==> config.mk <==
export PLATFORM = sky130hd
export DESIGN_NAME = layer_sequencer
export DESIGN_NICKNAME = d
export VERILOG_FILES = /design/src/rtl/layer_sequencer.sv
export SDC_FILE = /design/constraint.sdc
export NUM_CORES = 1
export LEC_CHECK = 0
export CAP_MARGIN = 5
export CORE_ASPECT_RATIO = 0.8
export CORE_UTILIZATION = 46
export DETAILED_ROUTE_END_ITERATION = 10
export GPL_ROUTABILITY_DRIVEN = 0
export GPL_TIMING_DRIVEN = 0
export HOLD_SLACK_MARGIN = 0.15
export PLACE_DENSITY_LB_ADDON = 0.15
export SETUP_SLACK_MARGIN = 0.5
export SYNTH_ARGS = -nofsm -noshare
export SYNTH_HDL_FRONTEND = slang
export SYNTH_SLANG_ARGS = --single-unit
export TNS_END_PERCENT = 10
==> constraint.sdc <==
create_clock -name sample_clk -period 7.5 [get_ports sample_clk]
set_clock_uncertainty 0.1 [all_clocks]
set_input_delay 0.75 -clock sample_clk [delete_from_list [all_inputs] [get_ports sample_clk]]
set_output_delay 0.75 -clock sample_clk [all_outputs]
set_load 0.02 [all_outputs]
==> src/rtl/layer_sequencer.sv <==
// Forward-pass controller for an N-layer cached dilated causal conv stack.
// It sequences the input shift, each conv core, and each activation cache, and keeps overrun, fault and latency statistics.
module layer_sequencer #(
   parameter int N_LAYERS = 4,
   parameter int W        = 16,
   parameter int CH       = 4,
   parameter int CNT_W    = 16,
   parameter int TIMEOUT  = 1024
) (
   input  logic                                      sample_clk,
   input  logic                                      rst,
   input  logic                                      in_valid,
   input  logic [CH*W-1:0]                           in_sample,
   output logic                                      in_ready,
   output logic                                      shift_in,
   output logic [CH*W-1:0]                           shift_data,
   output logic [N_LAYERS-1:0]                       layer_start,
   input  logic [N_LAYERS-1:0]                       layer_done,
   output logic [(N_LAYERS > 1 ? N_LAYERS-2 : 0):0]  cache_shift,
   input  logic [CH*W-1:0]                           final_out,
   output logic [CH*W-1:0]                           out_sample,
   output logic                                      out_valid,
   output logic                                      busy,
   output logic                                      overrun,
   output logic                                      fault,
   output logic [CNT_W-1:0]                          drop_count,
   output logic [CNT_W-1:0]                          last_latency,
   output logic [CNT_W-1:0]                          max_latency,
   input  logic                                      clear_stats
);

   localparam int KW = (N_LAYERS > 1) ? $clog2(N_LAYERS) : 1;
   localparam int TW = $clog2(TIMEOUT + 1);
   localparam logic [CNT_W-1:0] CNT_MAX = '1;

   typedef enum logic [2:0] {
      S_IDLE, S_SHIFT, S_START, S_WAIT, S_CACHE, S_OUTPUT, S_ABORT
   } state_t;

   state_t            state_q, state_d;
   logic [KW-1:0]     k_q, k_d;
   logic [TW-1:0]     wait_q, wait_d;
   logic [CNT_W-1:0]  lat_q, lat_d, lat_inc;
   logic [CH*W-1:0]   shift_data_q, shift_data_d;
   logic [CH*W-1:0]   out_sample_q, out_sample_d;
   logic              out_valid_q, out_valid_d;
   logic              overrun_q, overrun_d;
   logic              fault_q, fault_d;
   logic [CNT_W-1:0]  drop_q, drop_d;
   logic [CNT_W-1:0]  last_q, last_d;
   logic [CNT_W-1:0]  max_q, max_d;

   // NOTE: every signal gets its default before the case so that no path leaves it unassigned and no latch is inferred.
   always_comb begin
      state_d      = state_q;
      k_d          = k_q;
      wait_d       = wait_q;
      lat_d        = lat_q;
      shift_data_d = shift_data_q;
      out_sample_d = out_sample_q;
      out_valid_d  = 1'b0;
      overrun_d    = overrun_q;
      fault_d      = fault_q;
      drop_d       = drop_q;
      last_d       = last_q;
      max_d        = max_q;

      // The latency counter reads as the number of cycles elapsed since the accept edge.
      lat_inc = (lat_q == CNT_MAX) ? lat_q : lat_q + 1'b1;
      if (state_q != S_IDLE) lat_d = lat_inc;

      case (state_q)
         S_IDLE: begin
            if (in_valid) begin
               shift_data_d = in_sample;
               lat_d        = CNT_W'(1);
               k_d          = '0;
               state_d      = S_SHIFT;
            end
         end
         S_SHIFT: state_d = S_START;
         S_START: begin
            wait_d  = '0;
            state_d = S_WAIT;
         end
         S_WAIT: begin
            if (layer_done[k_q]) begin
               state_d = (k_q == KW'(N_LAYERS - 1)) ? S_OUTPUT : S_CACHE;
            end else if (wait_q == TW'(TIMEOUT - 1)) begin
               state_d = S_ABORT;
            end else begin
               wait_d = wait_q + 1'b1;
            end
         end
         S_CACHE: begin
            k_d     = k_q + 1'b1;
            state_d = S_START;
         end
         S_OUTPUT: begin
            out_sample_d = final_out;
            out_valid_d  = 1'b1;
            last_d       = lat_inc;
            if (lat_inc > max_q) max_d = lat_inc;
            state_d      = S_IDLE;
         end
         S_ABORT: begin
            fault_d = 1'b1;
            k_d     = '0;
            state_d = S_IDLE;
         end
         default: state_d = S_IDLE;
      endcase

      if (in_valid && (state_q != S_IDLE)) begin
         overrun_d = 1'b1;
         if (drop_q != CNT_MAX) drop_d = drop_q + 1'b1;
      end

      // Clearing wins over any set or increment in the same cycle.
      if (clear_stats) begin
         overrun_d = 1'b0;
         fault_d   = 1'b0;
         drop_d    = '0;
         max_d     = '0;
      end
   end

   // NOTE: state flops use non-blocking assignments so every flop samples the values from before the edge.
   always_ff @(posedge sample_clk or posedge rst) begin
      if (rst) begin
         state_q      <= S_IDLE;
         k_q          <= '0;
         wait_q       <= '0;
         lat_q        <= '0;
         shift_data_q <= '0;
         out_sample_q <= '0;
         out_valid_q  <= 1'b0;
         overrun_q    <= 1'b0;
         fault_q      <= 1'b0;
         drop_q       <= '0;
         last_q       <= '0;
         max_q        <= '0;
      end else begin
         state_q      <= state_d;
         k_q          <= k_d;
         wait_q       <= wait_d;
         lat_q        <= lat_d;
         shift_data_q <= shift_data_d;
         out_sample_q <= out_sample_d;
         out_valid_q  <= out_valid_d;
         overrun_q    <= overrun_d;
         fault_q      <= fault_d;
         drop_q       <= drop_d;
         last_q       <= last_d;
         max_q        <= max_d;
      end
   end

   always_comb begin
      layer_start = '0;
      cache_shift = '0;
      if (state_q == S_START) layer_start[k_q] = 1'b1;
      // With a single layer there is no activation cache, so the lone cache_shift bit is tied low.
      if ((state_q == S_CACHE) && (N_LAYERS > 1)) cache_shift[k_q] = 1'b1;
   end

   assign in_ready     = (state_q == S_IDLE);
   assign busy         = (state_q != S_IDLE);
   assign shift_in     = (state_q == S_SHIFT);
   assign shift_data   = shift_data_q;
   assign out_sample   = out_sample_q;
   assign out_valid    = out_valid_q;
   assign overrun      = overrun_q;
   assign fault        = fault_q;
   assign drop_count   = drop_q;
   assign last_latency = last_q;
   assign max_latency  = max_q;

endmodule

* Word level (Yosys, flattened, before mapping)
Cells that the tools add are included.
Cells by class: $lt $le $gt $ge 3, reductions and logical operators 18, add/sub/neg operators 4, eq/ne operators 14, multiplexer cells 31
Operators with widths (number):
- two-way mux 16 bit | 10
- adder 16 x 1 -> 16 bit (second input constant) | 2
- two-way mux 11 bit | 2
- case mux 11 bit (2 select lines) | 1
- == test 16 bit (second input constant) | 1
- greater-than comparator 16 bit | 1
- inequality test 16 bit (second input constant) | 1
- two-way mux 3 bit | 4
- case mux 3 bit (4 select lines) | 1
- nonzero test 2 bit | 6
- adder 11 x 1 -> 11 bit (second input constant) | 1
- == test 11 x 10 -> 1 bit (second input constant) | 1
- AND reduction 2 bit | 5
- == test 3 bit (second input constant) | 3
- two-way mux 1 bit | 8
- == test 3 x 2 -> 1 bit (second input constant) | 2
- inequality test 2 bit (second input constant) | 3
- case mux 2 bit (3 select lines) | 1
- nonzero test 3 bit | 2
- two-way mux 4 bit | 1
- == test 3 x 1 -> 1 bit (second input constant) | 1
- zero test 3 bit | 1
- less-than comparator 2 x 3 -> 1 bit (second input constant) | 1
- inequality test 3 bit (second input constant) | 1
- other kinds (9) | 10
Storage, ports and cells: word-level logic and storage cells 82, output and inout port bits 189, flip-flop bits (word level) 211, bits of input ports 136

* Longest topological paths before layout
Gate-level depths: netlist of the first run.
depth after elaboration 6, depth in mapped cells 15, mapped depth without buffers 12

* Worst setup path after synthesis of the first run
No wires, ideal clock.
path type reg-to-reg, start register lat_q[0], end register max_q[10], in the netlist max_latency[10], period minus slack after synthesis 3.664 ns, required time 7.321 ns, path buffers 3, library setup time 0.079 ns, cell stages (with the launch flop) 16, data arrival time 3.485 ns, slack 3.836 ns, cell sequence dfrtp_1 ha_1 nand3_2 or4_1 buf_2 buf_6 and3_1 nor2_2 inv_1 ha_1 a21oi_1 o21ai_0 a221o_1 o31ai_4 buf_4 mux2i_1
On the way: longest elaborated chain between the ends 5, elaborated cells on any way between the ends 9, classes of those cells 1 x add/sub; 1 x order compare; 1 x eq/ne; 4 x mux; 2 x reduce/logical
Ends and longest elaborated chain:
- from (decl) | RTL line 43 | logic [CNT_W-1:0] lat_q, lat_d, lat_inc;
- from (signal assigned) | RTL line 147 | lat_q <= lat_d;
- adder 16 x 1 -> 16 bit or == test 16 bit (tied branches) | RTL line 69 | lat_inc = (lat_q == CNT_MAX) ? lat_q : lat_q + 1'b1;
- two-way mux 16 bit * | RTL line 69
- net lat_inc[5] | RTL line 43
- greater-than comparator 16 bit * | RTL line 103 | if (lat_inc > max_q) max_d = lat_inc;
- nonzero test 2 bit (no line) *
- AND reduction 2 bit (no line) *
- to (signal assigned) | RTL line 155 | max_q <= max_d;
- to (decl) | RTL line 51 | logic [CNT_W-1:0] max_q, max_d;
Mark *: on every way through the listed nets, which the timed path passes. The rest lies on a longest branch. The select of a mux whose other input is x is not followed. A chain may end at the register's enable or synchronous reset.

* Worst setup path after layout of the first run
start register lat_q[0], end register max_q[7], in the netlist max_latency[7]
Same word-level chain as after synthesis.

==> summary.txt, run 1 <==
Status
  – Status: completed

Clock network
  – Clock buffer count from CTS: 23
  – CTS sink cnt: 211
  – Root Driver: clkbuf_16
  – Reg clk slew, reported paths: 0.06 ns
  – Hold buffers post-CTS: 0
  – Post-CTS Setup Bufs: 0
  – Clock buffer depth: 3
  – Post-cts sizing count: 0
  – Worst-Skew Late Latency: 0.50 ns
  – H-tree levels: 1
  – CTS tree: built

Worst setup path
  – CP arrival: 4.53 ns
  – Startpoint types: flip-flop
  – Most frequent CP cell: ha_1
  – Slowest cell on crit path: or4_1
  – Critical Path, Cell by Cell: ha_1, nand3_2, or4_1, buf_2, buf_6, and3_1, nor2_2, inv_1, ha_1, a21oi_1, o21ai_0, a221o_1, o31ai_4, buf_4, mux2i_1
  – Crit path to: max_latency[7]
  – R2r setup slk: 3.28 ns
  – Reg-to-reg endpoint: max_latency[7]
  – Largest stage delay on the critical path: 0.53 ns
  – CP Class: reg -> reg
  – CP Capture Type: flip-flop
  – Setup crit start: lat_q[0]
  – Max FO, Critical Path: 10
  – Reg2reg start: lat_q[0]
  – Worst r2r path cells: 15
  – WP data required: 7.82 ns

STA
  – # setup viols final: 0
  – Max-slew violation count: 0
  – Period utilization: 56.2%
  – Relative slew slack: 25.3%
  – Slew @ Worst Pin: 1.11 ns
  – Final hold vios: 0
  – Final Critical Period: 4.22 ns
  – Setup_tns: 0 ns
  – RSZ-0062 raised after global routing: false
  – Maximum clock frequency: 237 MHz

Flow run
  – Max Cap Viol: 0

Pwr
  – Sequential Power Share: 33.3%
  – Logic pwr share: 47.1%
  – Leak: 6.20 nW
  – Cell Pwr Density: 403 nW/um2
  – Clock power share: 19.6%
  – Pint: 3.44 mW
  – Overall Power: 5.59 mW
  – VDD IR max: 0.000261 V
  – Sw Ratio: 38.4%
  – NetSw: 2.15 mW

Global route
  – Initial antenna violation count: 0
  – Total GRT Usage: 25.3%
  – Vias in the first global route: 7682
  – Largest net degree at the start of global routing: 121
  – First-pass GRT wire length: 41.8 mm
  – GRT overflow: 0

Floorplanning
  – CORE AREA: 20100 um2
  – Cell Rows: 46
  – DIE HEIGHT: 131 um
  – Die area: 21300 um2
  – Total I/O pin count: 325
  – Initial Utilization: 47.5%
  – Die width: 163 um

Drt
  – Via count: 7905
  – Initial DRC count: 455
  – Vias/cell: 5.09
  – Routed WL per cell: 17.7 um
  – Total wire length: 27.5 mm
  – DRC errors left: 0
  – Post-DRT Antenna Nets: 0
  – First-pass iteration count of the detailed router: 5

Yosys
  – Mapped Area: 9540 um2
  – Area share of the largest cell type after synthesis: 55.4%
  – Post-synth EDFFs: 0
  – YS warnings: 0
  – Cell count after synthesis: 924
  – Asr flop ratio synth: 100%
  – Area leader, netlist: dfrtp_1
  – Synth unique cells: 61
  – Post-synth top flop: dfrtp_1
  – Syn Nets: 1083
  – Post-synthesis sequential area ratio: 55.4%
  – Synth top area cells: dfrtp_1 (55%), nand2_1 (9.6%), mux2_2 (8.0%)
  – Syn_area_per_cell: 10.3 um2
  – Synth Register Bits: 211

Place
  – Detailed placer's ending HPWL: 20.4 mm
  – Port buffer count: 323

Finish
  – # diodes: 0
  – Fill cell count: 1542
  – Commonest non-fill, non-tap cell in the layout: clkdlybuf4s50_1
  – Reg area: 5280 um2
  – Area of the multi-input gates: 3900 um2
  – Layout cells sized above 1: 10.4%
  – Area Growth Syn to Fin: 45.4%
  – Fin nets: 1432
  – Most frequent cells in the layout: clkdlybuf4s50_1 (323), nand2_1 (244), dfrtp_1 (211), mux2_2 (68), inv_1 (42)

Worst hold path
  – Hold_sp: out_sample[3]
  – Worst hold path type: reg -> reg
  – Hold path depth: 2
==> flip-flops by register name, indices dropped and copies added, names as in the netlist <==
name,flops
last_latency,16
overrun,1
fault,1
k_q,2
max_latency,16
state_q,3
shift_data,64
out_sample,64
drop_count,16
lat_q,16
wait_q,11
out_valid,1
==> synth_stat cells (all sizes together) (14+ instances only) <==
cell,count
nand2,244
clkbuf,32
mux2,68
dfrtp,211
a21oi,20
inv,43
o21ai,47
ha,23
nand4,16
nor2,40
mux2i,17
xnor2,14
==> through the flow <==
step / utilization [%] / hold slack [ns] / cells / worst slack, ns / instance area (um2)
after floorplan: - / 0.366 / 924 / 0.884 / 9540
after global placement: 65.2 / 0.356 / 1511 / -2.02 / 13100
after detailed placement: 65.4 / 0.361 / 1512 / 3.30 / 13100
after CTS: 69.0 / 0.375 / 1553 / 3.26 / 13900
after global routing: 69.0 / 0.392 / 1553 / 3.05 / 13900
final: 69.0 / 0.368 / 1553 / 3.28 / 13900
==> kinds of logic after synthesis <==
kind of cell,after synthesis,synth area share [%]
AO/OA/AOI/OAI,103,7.01
XOR/XNOR,22,2.10
adder cells (fa/ha/maj),23,3.02
buffers and inverters,89,3.75
flip-flops,211,55.4
multiplexers,86,10.0
AND/OR/NAND/NOR,390,18.7
==> worst max-delay path: cells and delay by family (launching register included) <==
family / cells / cell delay [ns]
buffers and inverters: 4 / 0.71
flip-flops: 1 / 0.45
AO/OA/AOI/OAI: 4 / 1.09
adder cells (fa/ha/maj): 2 / 0.55
AND/OR/NAND/NOR: 4 / 1.02
multiplexers: 1 / 0.21
==> power groups by stage <==
stage | Clock (mW) | Combinational, mW | Sequential [mW]
global route | 1.16 | 2.84 | 1.92
finish | 1.10 | 2.63 | 1.86
detailed placement | 0 | 2.64 | 1.87
global placement | 0 | 2.59 | 1.86
CTS | 1.11 | 2.65 | 1.86
floorplan | 0 | 0.942 | 2.33
==> worst min-delay path by stage <==
| stage | end | slack, ns |
|---|---|---|
| after floorplan | wait_q[10] | 0.37 |
| after global placement | out_sample[23] | 0.36 |
| after detailed placement | out_sample[3] | 0.36 |
| after CTS | out_sample[23] | 0.38 |
| after global routing | out_sample[3] | 0.39 |
| final | out_sample[3] | 0.37 |
==> routing by layer <==
metal | vias to the layer above | track usage [%] | wire length [um]
met5 | - | 0 | 0
met3 | 41 | 5.18 | 1580
met4 | 0 | 6.05 | 658
li1 | 3807 | - | -
met1 | 3800 | 34.1 | 12000
met2 | 257 | 42.0 | 13300
==> final cells by class <==
type | instances | share of cell area (%)
timing repair buffer | 324 | 23.5
clock buffer | 36 | 5.08
tap | 264 | 2.38
buffer | 45 | 1.39
clock inverter | 5 | 0.208
sequential | 211 | 38.1
inverter | 44 | 1.25
multi-input combinational | 624 | 28.1
(Power assumes the default switching activity.)
==> run 2, diff against run 1 <==
Settings changed: CORE_UTILIZATION 46 to 42.
Clock period 7.5 ns to 3.8 ns, I/O delays scaled along.
==> run 2 against run 1 <==
Net effect: power increased by 110%; via count rose by 2.0%; non-clock buffer count up 39; clock-buffer cell count fell by 3; global-route usage fell by 0.99 points; critical endpoint is now max_latency[3]; largest power group unchanged.
==> summary.txt, run 2 (synthesis gave the netlist of run 1 again) <==
Floorplanning
  – Die area: 23300 um2 (was 21300 um2)
  – CORE AREA: 21900 um2 (was 20100 um2)
  – Cell Rows: 48 (was 46)
  – Total I/O pin count: 325 (unchanged)
  – Initial Utilization: 43.5% (was 47.5%)
  – Die width: 170 um (was 163 um)
  – DIE HEIGHT: 137 um (was 131 um)

Pwr
  – Sw Ratio: 37.8% (was 38.4%)
  – Cell Pwr Density: 803 nW/um2 (was 403 nW/um2)
  – Leak: 6.51 nW (was 6.20 nW)
  – Logic pwr share: 48.4% (was 47.1%)
  – Sequential Power Share: 31.1% (was 33.3%)
  – Overall Power: 11.8 mW (was 5.59 mW)
  – Pint: 7.32 mW (was 3.44 mW)
  – Clock power share: 20.5% (was 19.6%)
  – NetSw: 4.44 mW (was 2.15 mW)
  – VDD IR max: 0.000459 V (was 0.000261 V)

Worst setup path
  – CP Class: reg -> reg (unchanged)
  – Largest stage delay on the critical path: 0.41 ns (was 0.53 ns)
  – CP Capture Type: flip-flop (unchanged)
  – CP arrival: 3.78 ns (was 4.53 ns)
  – Slowest cell on crit path: a221o_1 (was or4_1)
  – WP data required: 4.10 ns (was 7.82 ns)
  – Worst r2r path cells: 12 (was 15)
  – Max FO, Critical Path: 10 (unchanged)
  – Startpoint types: flip-flop (unchanged)
  – Critical Path, Cell by Cell: nand4_1, clkbuf_4, nor4_2, mux2i_1, inv_1, ha_1, a21oi_1, nand2_1, a221o_1, o31ai_4, buf_4, mux2_4 (was ha_1, nand3_2, or4_1, buf_2, buf_6, and3_1, nor2_2, inv_1, ha_1, a21oi_1, o21ai_0, a221o_1, o31ai_4, buf_4, mux2i_1)

STA
  – Period utilization: 91.7% (was 56.2%)
  – Slew @ Worst Pin: 1.17 ns (was 1.11 ns)
  – Max-slew violation count: 0 (unchanged)
  – Setup ws final: 0.317 ns (was 3.28 ns)
  – Final Critical Period: 3.48 ns (was 4.22 ns)
  – Final hold vios: 0 (unchanged)
  – Maximum clock frequency: 287 MHz (was 237 MHz)
  – # setup viols final: 0 (unchanged)
  – RSZ-0062 raised after global routing: true (was false)
  – Setup_tns: 0 ns (unchanged)
  – Relative slew slack: 21.2% (was 25.3%)

Clock network
  – Worst-Skew Late Latency: 0.51 ns (was 0.50 ns)
  – Hold buffers post-CTS: 0 (unchanged)
  – Reg clk slew, reported paths: 0.07 ns (was 0.06 ns)
  – Clock buffer count from CTS: 24 (was 23)
  – Clock buffer depth: 3 (unchanged)
  – Root Driver: clkbuf_16 (unchanged)
  – CTS tree: built (unchanged)
  – CTS sink cnt: 211 (unchanged)
  – H-tree levels: 1 (unchanged)

Drt
  – First-pass iteration count of the detailed router: 5 (unchanged)
  – Initial DRC count: 361 (was 455)
  – Post-DRT Antenna Nets: 0 (unchanged)
  – Via count: 8065 (was 7905)
  – Total wire length: 28.6 mm (was 27.5 mm)
  – DRC errors left: 0 (unchanged)
  – Routed WL per cell: 17.5 um (was 17.7 um)
  – Vias/cell: 4.94 (was 5.09)

Finish
  – Commonest non-fill, non-tap cell in the layout: clkdlybuf4s50_1 (unchanged)
  – Area Growth Syn to Fin: 53.5% (was 45.4%)
  – Core Util, Final: 66.8% (was 69.0%)
  – Finished Cell Area: 14600 um2 (was 13900 um2)
  – # diodes: 0 (unchanged)
  – Fin nets: 1472 (was 1432)
  – Most frequent cells in the layout: clkdlybuf4s50_1 (323), nand2_1 (244), dfrtp_1 (205), mux2_2 (65), inv_1 (39) (was clkdlybuf4s50_1 (323), nand2_1 (244), dfrtp_1 (211), mux2_2 (68), inv_1 (42))
  – Layout cells sized above 1: 16.2% (was 10.4%)

Place
  – DP Worst Slack: -0.525 ns (was 3.30 ns)
  – Dpl cell area: 13200 um2 (was 13100 um2)
  – Detailed placer's ending HPWL: 20.6 mm (was 20.4 mm)
  – Port buffer count: 323 (unchanged)

Flow run
  – Max Cap Viol: 0 (unchanged)

Status
  – Status: completed (unchanged)

Global route
  – First-pass GRT wire length: 44.2 mm (was 41.8 mm)
  – Vias in the first global route: 8030 (was 7682)
  – Initial antenna violation count: 0 (unchanged)
  – GRT overflow: 0 (unchanged)
  – Total GRT Usage: 24.3% (was 25.3%)
  – Largest net degree at the start of global routing: 42 (was 121)

Worst hold path
  – Worst hold path type: in -> async (was reg -> reg)
==> run 2: worst paths after layout <==
check / start / end / slack, ns
worst max-delay path: lat_q[6] / max_latency[3] / 0.32
worst min-delay path: rst / last_latency[12] / 0.28
worst max register to register: lat_q[6] / max_latency[3] / 0.32
worst min register to register: out_sample[51] / out_sample[51] / 0.37
max in group asynchronous: rst / out_sample[31] / 2.17
min in group sample_clk: final_out[57] / out_sample[57] / 0.29
==> run 2: metal layers <==
| metal | global-route usage (%) | vias to the layer above | share of wire, % |
|---|---|---|---|
| met2 | 40.7 | 252 | 49 |
| li1 | - | 3892 | - |
| met1 | 31.1 | 3888 | 41 |
| met4 | 5.11 | 0 | 1.6 |
| met5 | 0 | - | 0 |
| met3 | 7.14 | 33 | 8.0 |
==> run 2: what timing repair did <==
item / in CTS / in global routing
pin swaps: 12 / 16
setup endpoints to repair: 16 / 20
cloned: 1 / 0
resized for setup: 36 / 19
setup buffers: 24 / 10
==> run 2: area by class of cell <==
type / count / area [um2]
fill: 1748 / 7280
sequential: 211 / 5290
multi-input combinational: 624 / 4130
timing repair buffer: 363 / 3640
clock buffer: 33 / 726
tap: 300 / 375
buffer: 45 / 209
inverter: 44 / 169
clock inverter: 11 / 108
==> run 2: metrics by stage <==
| step | instances | hold slack [ns] |
|---|---|---|
| after detailed placement | 1552 | 0.362 |
| after CTS | 1621 | 0.277 |
| after floorplan | 924 | 0.366 |
| after global routing | 1631 | 0.290 |
| after global placement | 1547 | 0.357 |
| final | 1631 | 0.280 |
==> run 2: worst max-delay path, delay by kind of cell (launching register included) <==
family | cells | cell delay, ns
AOI/OAI and AO/OA | 3 | 0.85
adders and majority gates | 1 | 0.32
buffers and inverters | 3 | 0.51
DFF | 1 | 0.36
muxes | 2 | 0.66
and+or+nand+nor | 3 | 0.56
==> run 2: power groups by stage <==
stage                     Sequential (mW)  Combinational, mW  Clock [mW]
after global placement               3.66               5.12           0
final                                3.66               5.69        2.40
after global routing                 3.78               6.10        2.55
after CTS                            3.66               5.49        2.46
after detailed placement             3.69               5.20           0
after floorplan                      4.60               1.86           0
==> run 3, diff against run 2 <==
Settings changed: HOLD_SLACK_MARGIN 0.15 to not set.
==> results of run 3 <==
Final layout, timing and power as in run 2 (identical DEF).
==> RTL change (settings of run 2) <==
Encoding of `state_t`: now one-hot (7 bits for 7 states).
--- a/src/rtl/layer_sequencer.sv
+++ b/src/rtl/layer_sequencer.sv
@@ -35,4 +35,4 @@
 
-   typedef enum logic [2:0] {
-      S_IDLE, S_SHIFT, S_START, S_WAIT, S_CACHE, S_OUTPUT, S_ABORT
+   typedef enum logic [6:0] {
+      S_IDLE = 7'b0000001, S_SHIFT = 7'b0000010, S_START = 7'b0000100, S_WAIT = 7'b0001000, S_CACHE = 7'b0010000, S_OUTPUT = 7'b0100000, S_ABORT = 7'b1000000
    } state_t;
Check against the original RTL: same outputs for any inputs over 10 cycles, from zero or initial values and one cycle with rst high; not proved beyond that.
==> RTL change against run 2 <==
Global-route usage is 0.54 points lower; worst setup slack worse by 0.0048 ns; cell area is 1.2% higher; clock power decreased by 7%; power shrank 31%; maximum frequency is 0.14% lower; sequential cell count increased by 4; wire length up 0.88%; synthesized area increased by 2.8%; cell count rose by 1.5%; sequential share of layout area increased by 0.26 points; critical endpoint is now max_latency[2]; largest cell class unchanged; highest routed layer unchanged.
==> RTL change: results (changes against run 2) <==
Synthesis:
- The adder-cell area share of the yosys netlist was 2.94% (-0.082 points).
- The post-synthesis cell type count is 60 (-1.6%).
- The mux contribution to synthesized area is 10.5% (+0.40 points).
- The xor/xnor cell area share of the yosys netlist is 1.88% (-0.22 points).
- The part of the Yosys area used for sequential elements is 54.9% (-0.47 points).
- The compound-gate portion of the synthesized area is 4.79% (-2.2 points).
- Sorting the synthesized cells by how often they occur yields sky130_fd_sc_hd__nand2_1 (250), sky130_fd_sc_hd__dfrtp_1 (214), sky130_fd_sc_hd__nor2_1 (47).
- The net count after synthesis is 1107 (+2.2%).
- The mean area per synthesized cell is 10.3 sq um (+0.19%).

Setup path:
- The data arrival at the endpoint of the critical path is 3.79 ns (about the same).
- The maximum cell stage delay along the critical path is 0.37 ns (-0.04 ns).
- The worst-case reg-to-reg path depth came to 14 (+2).

GRT:
- The first-pass GRT wire length is 45500 um (+2.9%).
- The largest net degree at the start of global routing is 41 (-2.4%).
- The met3 track utilization from global routing came to 6.96% (-0.18 points).
- The met1 usage was 31.1% (-0.064 points).
- The overall fraction of global-route tracks in use is 23.7% (-0.54 points).
- The met2 track demand over resource is 38.8% (-1.9 points).

Power and ir drop:
- The power share of the sequential group came to 36.6% (+5.5 points).
- The overall power is 8.15 mW (-31%).
- The logic gate share of total power is 36.2% (-12 points).
- The total power per unit cell area was 550 mW/mm^2 (-31%).
- The maximum vdd drop is 0.000312 V (-32%).
- The switching share of power is 32.4% (-5.4 points).

STA:
- The achievable frequency is 0.287 GHz (-0.14%).
- The worst hold-check slack came to 0.214 ns (-0.0656 ns).
- The worst slew margin relative to its limit came to 27.9% (+6.7 points).

Routing:
- The met3 layer wire length in the routed design is 2520 um (+10%).
- The detailed router's first-iteration violation count is 485 (+34%).
- The met2 layer wire length in the routed design is 13400 um (-4.0%).

Layout:
- The filler-free cell count of the finished design was 1655 (+1.5%).
- The fraction of final layout cells with drive strength greater than 1 came to 13.2% (-3.0 points).
- The filler cell count was 1816 (+3.9%).

Placed design:
- The number of placed instances with taps included is 1582 (+1.9%).
- The detailed-placement wirelength estimate was 20500 um (-0.61%).
- The placement-stage cell area is 0.0135 sq mm (+2.1%).
- The worst-case setup slack after placement is -0.723 ns (-0.198 ns).

Clocking:
- The number of buffers added for setup after CTS is 14 (-42%).

Status:
- The run finished with clean final reports.
==> RTL change: cell types whose count changed after synthesis, sizes merged, moves of 4 or more <==
cell / before / now
mux2: 68 / 73
nand2: 244 / 250
xnor2: 14 / 19
and3: 12 / 8
xor2: 8 / 2
clkbuf: 32 / 28
a211oi: 9 / 0
o21ai: 47 / 37
buf: 13 / 20
nor2: 40 / 47
nor4: 7 / 27
nor3: 6 / 10
and2: 11 / 7
==> RTL change: layout make-up <==
cell class | count | share of cell area [%]
buffer | 48 | 1.99
clock buffer | 34 | 4.51
clock inverter | 8 | 0.532
inverter | 44 | 1.14
multi-input combinational | 641 | 28.7
sequential | 215 | 36.4
tap | 306 | 2.58
timing repair buffer | 359 | 24.2
==> RTL change: worst paths after layout <==
path,start,to
worst max register to register,lat_q[3],max_latency[2]
max in group asynchronous,rst,out_sample[30]
worst min-delay path,rst,max_latency[3]
min in group sample_clk,final_out[58],out_sample[58]
worst max-delay path,lat_q[3],max_latency[2]
worst min register to register,out_sample[63],out_sample[63]
